<file path="src/rtl/store_align_if.sv">
// Store request / memory write bus for store_align.
// The master drives requests and out_ready; the slave (store_align) formats and returns writes.
interface store_align_if;
  logic        in_valid;
  logic        in_ready;
  logic [31:0] in_addr;
  logic [31:0] in_wdata;
  logic [1:0]  in_size;
  logic        out_valid;
  logic        out_ready;
  logic [31:0] out_addr;
  logic [31:0] out_wdata;
  logic [3:0]  out_be;

  modport master (
    output in_valid, in_addr, in_wdata, in_size, out_ready,
    input  in_ready, out_valid, out_addr, out_wdata, out_be
  );

  modport slave (
    input  in_valid, in_addr, in_wdata, in_size, out_ready,
    output in_ready, out_valid, out_addr, out_wdata, out_be
  );
endinterface

</file>
<file path="src/rtl/store_align.sv">
// MEM-stage store formatter: SB/SH/SW -> word address, lane-replicated data, byte enables,
// behind a 2-entry output/skid buffer. Optional misalign trap: STORE_MISALIGN_TRAP_EN.

// One byte lane: picks its data byte and enable from the effective store size.
module store_align_lane #(
  parameter int LANE = 0
) (
  input  logic [1:0] size_eff,
  input  logic [1:0] addr_lo,
  input  logic [7:0] b_src,
  input  logic [7:0] h_src,
  input  logic [7:0] w_src,
  output logic [7:0] lane_data,
  output logic       lane_be
);
  localparam logic [1:0] LID = LANE[1:0];

  always_comb begin
    lane_data = w_src;
    lane_be   = 1'b1;
    case (size_eff)
      2'b00: begin
        lane_data = b_src;
        lane_be   = (addr_lo == LID);
      end
      2'b01: begin
        lane_data = h_src;
        lane_be   = (addr_lo[1] == LID[1]);
      end
      default: begin
        lane_data = w_src;
        lane_be   = 1'b1;
      end
    endcase
  end
endmodule

module store_align #(
  parameter int CNT_W = 16
) (
  input  logic             clk,
  input  logic             reset,
  store_align_if.slave     bus,
  output logic             misalign,
  output logic [31:0]      misalign_addr,
  output logic [CNT_W-1:0] store_cnt
);
  localparam int NUM_LANES = 4;

  typedef struct packed {
    logic [31:0]          addr;
    logic [31:0]          wdata;
    logic [NUM_LANES-1:0] be;
  } wr_req_t;

  // state[0] = output register valid, state[1] = skid valid
  typedef enum logic [1:0] {
    S_EMPTY = 2'b00,
    S_ONE   = 2'b01,
    S_TWO   = 2'b11
  } buf_state_t;

  buf_state_t state, nxt;
  wr_req_t    fmt, out_q, skid_q;
  logic [1:0] size_eff;
  logic       legal, accept, push;
  logic       ld_out, ld_skid, skid2out;
  logic [NUM_LANES-1:0][7:0] lane_data;
  logic [NUM_LANES-1:0]      lane_be;

`ifdef STORE_MISALIGN_TRAP_EN
  assign size_eff = bus.in_size;
  always_comb begin
    legal = 1'b0;
    case (bus.in_size)
      2'b00:   legal = 1'b1;
      2'b01:   legal = ~bus.in_addr[0];
      2'b10:   legal = (bus.in_addr[1:0] == 2'b00);
      default: legal = 1'b0;
    endcase
  end
`else
  // Without the trap, low address bits are ignored and size 11 stores a full word.
  assign size_eff = (bus.in_size == 2'b11) ? 2'b10 : bus.in_size;
  assign legal    = 1'b1;
`endif

  genvar l;
  generate
    for (l = 0; l < NUM_LANES; l++) begin : g_lane
      store_align_lane #(.LANE(l)) u_lane (
        .size_eff  (size_eff),
        .addr_lo   (bus.in_addr[1:0]),
        .b_src     (bus.in_wdata[7:0]),
        .h_src     (bus.in_wdata[8*(l%2) +: 8]),
        .w_src     (bus.in_wdata[8*l +: 8]),
        .lane_data (lane_data[l]),
        .lane_be   (lane_be[l])
      );
    end
  endgenerate

  assign fmt.addr  = {bus.in_addr[31:2], 2'b00};
  assign fmt.wdata = lane_data;
  assign fmt.be    = lane_be;

  // Both handshake outputs are direct flop bits, so in_ready never sees out_ready.
  assign bus.in_ready  = ~state[1];
  assign bus.out_valid = state[0];
  assign bus.out_addr  = out_q.addr;
  assign bus.out_wdata = out_q.wdata;
  assign bus.out_be    = out_q.be;

  assign accept = bus.in_valid & bus.in_ready;
  assign push   = accept & legal;

  always_ff @(posedge clk) begin
    if (reset) state <= S_EMPTY;
    else       state <= nxt;
  end

  always_comb begin
    nxt      = state;
    ld_out   = 1'b0;
    ld_skid  = 1'b0;
    skid2out = 1'b0;
    case (state)
      S_EMPTY: begin
        if (push) begin
          ld_out = 1'b1;
          nxt    = S_ONE;
        end
      end
      S_ONE: begin
        if (push) begin
          if (bus.out_ready) begin
            ld_out = 1'b1;
          end else begin
            ld_skid = 1'b1;
            nxt     = S_TWO;
          end
        end else if (bus.out_ready) begin
          nxt = S_EMPTY;
        end
      end
      S_TWO: begin
        if (bus.out_ready) begin
          skid2out = 1'b1;
          nxt      = S_ONE;
        end
      end
      default: nxt = S_EMPTY;
    endcase
  end

  always_ff @(posedge clk) begin
    if (reset) begin
      out_q  <= '0;
      skid_q <= '0;
    end else begin
      if (skid2out)    out_q <= skid_q;
      else if (ld_out) out_q <= fmt;
      if (ld_skid)     skid_q <= fmt;
    end
  end

  always_ff @(posedge clk) begin
    if (reset)                             store_cnt <= '0;
    else if (bus.out_valid & bus.out_ready) store_cnt <= store_cnt + 1'b1;
  end

`ifdef STORE_MISALIGN_TRAP_EN
  always_ff @(posedge clk) begin
    if (reset) begin
      misalign      <= 1'b0;
      misalign_addr <= '0;
    end else begin
      misalign <= accept & ~legal;
      if (accept & ~legal) misalign_addr <= bus.in_addr;
    end
  end
`else
  assign misalign      = 1'b0;
  assign misalign_addr = '0;
`endif
endmodule

</file>
<file path="src/flat_wrapper.sv">
// flat-port wrapper written by rule: the top's interface ports become plain ports
module store_align_flat 
#(
  parameter int CNT_W = 16
)
  (clk, reset, misalign, misalign_addr, store_cnt, bus_in_valid, bus_in_addr, bus_in_wdata, bus_in_size, bus_out_ready, bus_in_ready, bus_out_valid, bus_out_addr, bus_out_wdata, bus_out_be);
  store_align_if bus_i ();
  input  logic clk;
  input  logic reset;
  output logic misalign;
  output logic [31:0] misalign_addr;
  output logic [CNT_W-1:0] store_cnt;
  input wire logic [$bits(bus_i.in_valid)-1:0] bus_in_valid;
  input wire logic [$bits(bus_i.in_addr)-1:0] bus_in_addr;
  input wire logic [$bits(bus_i.in_wdata)-1:0] bus_in_wdata;
  input wire logic [$bits(bus_i.in_size)-1:0] bus_in_size;
  input wire logic [$bits(bus_i.out_ready)-1:0] bus_out_ready;
  output wire logic [$bits(bus_i.in_ready)-1:0] bus_in_ready;
  output wire logic [$bits(bus_i.out_valid)-1:0] bus_out_valid;
  output wire logic [$bits(bus_i.out_addr)-1:0] bus_out_addr;
  output wire logic [$bits(bus_i.out_wdata)-1:0] bus_out_wdata;
  output wire logic [$bits(bus_i.out_be)-1:0] bus_out_be;
  assign bus_i.in_valid = bus_in_valid;
  assign bus_i.in_addr = bus_in_addr;
  assign bus_i.in_wdata = bus_in_wdata;
  assign bus_i.in_size = bus_in_size;
  assign bus_i.out_ready = bus_out_ready;
  assign bus_in_ready = bus_i.in_ready;
  assign bus_out_valid = bus_i.out_valid;
  assign bus_out_addr = bus_i.out_addr;
  assign bus_out_wdata = bus_i.out_wdata;
  assign bus_out_be = bus_i.out_be;
  store_align #(.CNT_W(CNT_W)) u_core (.clk(clk), .reset(reset), .bus(bus_i), .misalign(misalign), .misalign_addr(misalign_addr), .store_cnt(store_cnt));
endmodule
</file>
<file path="config.mk">
export PLATFORM = sky130hd
export DESIGN_NAME = store_align_flat
export DESIGN_NICKNAME = d
export VERILOG_FILES = /design/src/rtl/store_align_if.sv /design/src/rtl/store_align.sv /design/src/flat_wrapper.sv
export SDC_FILE = /design/constraint.sdc
export NUM_CORES = 1
export LEC_CHECK = 0
export BUFFER_PORTS_ARGS = -buffer_cell sky130_fd_sc_hd__buf_4
export CAP_MARGIN = 25
export CORE_ASPECT_RATIO = 1.25
export CORE_MARGIN = 2
export CORE_UTILIZATION = 47
export DETAILED_ROUTE_END_ITERATION = 6
export PLACE_DENSITY_LB_ADDON = 0.08
export SKIP_LAST_GASP = 1
export SYNTH_ARGS = -nofsm -noshare
export SYNTH_HDL_FRONTEND = slang
export SYNTH_SLANG_ARGS = --single-unit
</file>
<file path="constraint.sdc">
create_clock -name clk -period 1.7 [get_ports clk]
set_input_delay 0.17 -clock clk [delete_from_list [all_inputs] [get_ports clk]]
set_output_delay 0.17 -clock clk [all_outputs]
set_load 0.01 [all_outputs]
</file>
; ---- After elaboration in Yosys (flattened, before gate mapping)
; Index checks and enable logic that the tools add are counted.
[word_totals]
input_bits = 70
out_inout_bits = 119
reg_bits = 152
elab_cells = 54
[classes]
reduce_logical = 6
muxes = 24
bitwise_logic = 4
n_addsub = 1
n_eq_ne = 11
[op_table]
columns = operator, count
row1 = $mux W68, 2
row2 = $add A16 B1 Y16 const B, 1
row3 = $mux W8, 2
row4 = $pmux W8 S2, 1
row5 = $mux W2, 6
row6 = $pmux W1 S2, 5
row7 = $eq A2 B2 Y1 const B, 4
row8 = $mux W1, 7
row9 = $eq A2 B1 Y1 const B, 3
row10 = $logic_not A2 Y1, 3
row11 = $pmux W2 S3, 1
row12 = $reduce_and A4 Y1, 1
row13 = $ne A3 B2 Y1 const B, 1
row14 = $ne A3 B3 Y1 const B, 1
row15 = $and A1 B1 Y1, 2
row16 = $ne A2 B1 Y1 const B, 1
row17 = $ne A2 B2 Y1 const B, 1
row18 = $not A1 Y1, 2
row19 = $reduce_bool A2 Y1, 1
row20 = $reduce_or A2 Y1, 1

; ---- Longest topological paths before layout
[logic_depth]
ltp_word = 7
depth_mapped = 9
ltp_nobuf = 6

; ---- Hierarchy
; From an unflattened synthesis, not the netlist that was laid out.
[unflattened]
cells_unflattened = 920
area_unflattened_um2 = 7114.3
[by_module_without_submodules]
columns = module, seq_area_each_um2, area_per_inst_um2, cells_each, instances
row1 = store_align, 3002.9, 6377.4, 808, 1
row2 = store_align_lane at u_core.g_lane[2].u_lane, 0.0, 190.2, 28, 1
row3 = store_align_lane at u_core.g_lane[3].u_lane, 0.0, 183.9, 28, 1
row4 = store_align_lane at u_core.g_lane[0].u_lane, 0.0, 182.7, 28, 1
row5 = store_align_lane at u_core.g_lane[1].u_lane, 0.0, 180.2, 28, 1

; ---- Least setup slack after synthesis
; No wires, ideal clock.
[synth_timing]
kind = reg-to-reg
start = register u_core.state[0]
end = register u_core.out_q (netlist bit u_core.bus.out_be[2])
path_buffers = 3
path_stages_with_launch = 10
setup_ps = 74
slack_ps = -237
period_less_slack_ps = 1937
t_arrival_ps = 1862
required_ps = 1626
path_cell_list = dfxtp_1 inv_1 ha_1 a21o_1 and2_1 buf_2 buf_6 buf_4 a211o_1 o21ai_0
[synth_between]
elab_chain_len = 3
elab_cells_between_ends = 7
cone_classes = eq/ne (2) / mux (3) / reduce/logical (2)
[synth_rtl]
columns = item, line_no
row1 = "start, declared", store_align.sv:63  ; buf_state_t state, nxt;
row2 = "start signal, assigned", store_align.sv:119  ; else state <= nxt;
row3 = $eq A2 B1 Y1 (tied with other cells), store_align.sv:127  ; case (state)
row4 = $pmux W1 S2 or $mux W1 (tied branches), store_align.sv:127
row5 = $reduce_bool A2 Y1 (no line) or $mux W68 (tied branches), n/a
row6 = "end signal, assigned", store_align.sv:161  ; if (skid2out) out_q <= skid_q;
row7 = "end signal, assigned", store_align.sv:162  ; else if (ld_out) out_q <= fmt;
row8 = "end, declared", store_align.sv:64  ; wr_req_t fmt, out_q, skid_q;
; Several ways; a longest one is shown, not always the timed one.
; A chain may end at the register's enable or synchronous reset.

; ---- Worst setup path after layout
[layout_timing]
start = register u_core.state[1]
end = register u_core.out_q (netlist bit u_core.bus.out_addr[26])
[layout_between]
elab_chain_len = 5
elab_cells_between_ends = 11
cone_classes = eq/ne (2) / mux (5) / bitwise (2) / reduce/logical (2)
[layout_rtl]
columns = item, line_no
row1 = $not A1 Y1, store_align.sv:108  ; assign bus.in_ready = ~state[1];
row2 = $and A1 B1 Y1, store_align.sv:114  ; assign accept = bus.in_valid & bus.in_ready;
row3 = "$mux W1, on equally long branches", "store_align.sv:135, store_align.sv:129"
row4 = $pmux W1 S2, store_align.sv:127
row5 = $reduce_bool A2 Y1 (no line), n/a
; Several ways; a longest one is shown, not always the timed one.

==> metrics.txt <==
crit-path cells buf_6, and2b_2, and2_4, buf_12, buf_12, mux2i_1, a211oi_2; diode count 0; Critical Path RT 1.98 ns; post-route minimum period 1.70 ns; Root Buffer clkbuf_16; Core Area 0.0139 mm2; reg2reg start u_core.state[1]$_SDFFE_PP0P_; io pins 189; first-pass GRT wire length 27.9 mm; failing checks setup timing; first-iteration detailed-routing DRC count 425; row cnt 48; Port Buf Inserts 153; worst-path maximum fanout 7; Hold Path Class primary input to register; via count 6058; Final Max Slew Viols 0; routed len/inst 15.8 um; CP Data Arrival Time 1.99 ns; Tcrit/Tclk final 100%; Clock power frac 35.5%; final hold violation count 0; slack of the critical path -0.00432 ns; GRT overflow 0; Synth Instances 779; yosys warns 0; Comb pwr share 23.7%; Max Fclk 587 MHz; Skew-Pair Late Insertion Delay 0.42 ns; fraction of registers with async set/reset 0%; die width 111 um; DRC Markers 0; largest net degree at the start of global routing 87; RSZ-0062 raised after global routing yes; number of enable flip-flop cells after synthesis 0; Chip Height 138 um; number of instances in the placed design 1074; endpoint type of the worst setup path register; H-tree Lvls 4; Routed Antenna Nets 0; Die ar. 0.0153 mm2; mapped cell area 0.00674 mm2; Crit path top cell by count buf_12; syn_area_per_cell 8.65 um2; Post-DP HPWL 11.6 mm; CP startpoint u_core.state[1]$_SDFFE_PP0P_; sequential area share after synthesis 44.5%; Nets 1029; CTS tree built; CP max stage delay 0.37 ns; post-layout power 9.83 mW; share of layout cells above drive strength 1 28.0%; Sw Ratio 29.3%; final WL 18.0 mm; flops & latches, synth 150; MaxCap Viol Count 0; Reg clk slew, reported paths 0.06 ns; Critical Path Start Type register; Reg power frac 40.9%; CP max stage cell dfxtp_4; outcome finished with violations; vias in the first global route 5668; Total Routing Usage GR 22.4%; Yosys cell types 41; Final Skew 0.00675 ns; clk buf depth 2; initial cell density of the core 48.4%; Internal 6.95 mW; post-route insts no fill 1141; Area Growth Syn to Fin 35.6%; main flop type after synthesis dfxtp_1; number of buffers added by the clock tree synthesis step 17; Leakage 3.83 nW; initial antenna violation count 0; vias per inst 5.31; peak supply drop 0.000691 V; First-pass DRT Iterations 5; Sink Count 150; Final GP Congestion 0.768; final setup fails 1; Setup Crit Path Kind register to register; P_sw 2.88 mW; final core utilization 65.6%; hold path startpoint bus_in_addr[20]; power density over the cells 1080 mW/mm2
==> per-stage QoR <==
step                      setup slack [ns]  instance area [um2]  TNS (ns)  hold WS (ns)
after floorplan                    0.00280                 6900         0         0.306
after global placement               0.107                 8070         0         0.432
after detailed placement          -0.00544                 8070  -0.00544         0.439
after CTS                          -0.0286                 8850   -0.0286       0.00176
after global routing               -0.0875                 9140     -1.46        0.0132
final                             -0.00432                 9140  -0.00432        0.0154
==> timing repair <==
| item | 4_1_cts | 5_1_grt |
|---|---|---|
| endpoints found under the hold margin | 22 | 0 |
| hold buffers | 22 | 0 |
| gates cloned | 0 | 5 |
| pin swaps | 3 | 28 |
| setup endpoints to repair | 4 | 129 |
| resized for setup | 2 | 23 |
| buffers inserted | 0 | 8 |
==> layer usage <==
metal  wire (um)  track usage (%)  vias to the layer above  part of all wire [%]
met4         199             6.38                        0                   1.1
li1            -                -                     2959                     -
met2        9010             39.4                      207                    50
met3        1080             5.59                       16                   6.0
met5           0                0                        -                     0
met1        7720             27.4                     2876                    43
==> cell usage after synthesis (7+ instances only) <==
library cell / instances / area, um2
a21oi_1: 74 / 370
o22ai_1: 19 / 119
dfxtp_1: 150 / 3000
mux2_2: 16 / 180
nand2_1: 142 / 533
mux2i_1: 74 / 741
xor2_1: 7 / 61.3
o21ai_0: 19 / 95.1
nand2b_1: 23 / 144
buf_4: 39 / 293
nor2_1: 62 / 233
clkbuf_1: 44 / 165
a211oi_1: 47 / 353
==> layout by cell type (no fill, tap or decap), types with 9 or more instances in the layout <==
| cell type | n |
|---|---|
| buf_4 | 174 |
| mux2_2 | 16 |
| dlygate4sd3_1 | 22 |
| dfxtp_1 | 146 |
| mux2i_1 | 69 |
| o22ai_1 | 19 |
| nor2_1 | 61 |
| buf_12 | 12 |
| a211oi_2 | 9 |
| nand2b_1 | 23 |
| a211oi_1 | 38 |
| a21oi_1 | 74 |
| o21ai_0 | 19 |
| conb_1 | 35 |
| clkbuf_16 | 22 |
| nand2_1 | 141 |
==> flip-flops by register name, indices dropped and copies added (netlist names) <==
| register | flops |
|---|---|
| u_core.state | 2 |
| u_core.bus.out_addr | 30 |
| u_core.bus.out_wdata | 32 |
| u_core.store_cnt | 16 |
| u_core.bus.out_be | 4 |
| u_core.skid_q | 66 |
==> cells by family (layout without fill, tap and decap cells) <==
kind of cell / count (synthesis) / in the layout / synth area share [%]
adder cells (fa/ha/maj): 6 / 6 / 1.11
flip-flops: 150 / 150 / 44.5
AND/OR/NAND/NOR: 259 / 259 / 16.6
buffers and inverters: 98 / 251 / 8.04
XOR/XNOR: 10 / 10 / 1.30
multiplexers: 90 / 90 / 13.7
AO/OA/AOI/OAI: 165 / 165 / 14.7
other: 1 / 35 / 0.0556
==> power groups by stage <==
stage / registers, mW / logic, mW / clock network (mW)
2_1_floorplan: 4.15 / 1.17 / 0
6_report: 4.02 / 2.33 / 3.49
3_3_place_gp: 4.07 / 1.95 / 0
3_5_place_dp: 4.08 / 2.00 / 0
4_1_cts: 4.01 / 2.05 / 3.57
5_1_grt: 4.05 / 2.51 / 3.71
==> layout make-up <==
class,count,area [um2]
multi-input cells,565,3430
well taps,175,219
repair buffers,214,1900
clock inverters,15,123
clock buffers,17,425
fillers,1204,4790
inverters,5,26.3
flip-flops and latches,150,3010
==> critical path, delay by kind of cell (launching register included) <==
| family | cells | cell delay (ns) |
|---|---|---|
| simple gates | 2 | 0.45 |
| buf+inv | 3 | 0.41 |
| flops | 1 | 0.37 |
| mux | 1 | 0.24 |
| compound gates | 1 | 0.10 |
==> final timing paths <==
| check | end | slack (ns) | cells past startpoint |
|---|---|---|---|
| worst min register to register | u_core.skid_q[8]$_SDFFE_PP0P_ | 0.45 | 2 |
| worst max register to register | u_core.bus.out_addr[26]$_SDFFE_PP0P_ | -0.004 | 7 |
| worst max-delay path | u_core.bus.out_addr[26]$_SDFFE_PP0P_ | -0.004 | 7 |
| worst min-delay path | u_core.skid_q[56]$_SDFFE_PP0P_ | 0.02 | 3 |
(Power assumes the default switching activity.)
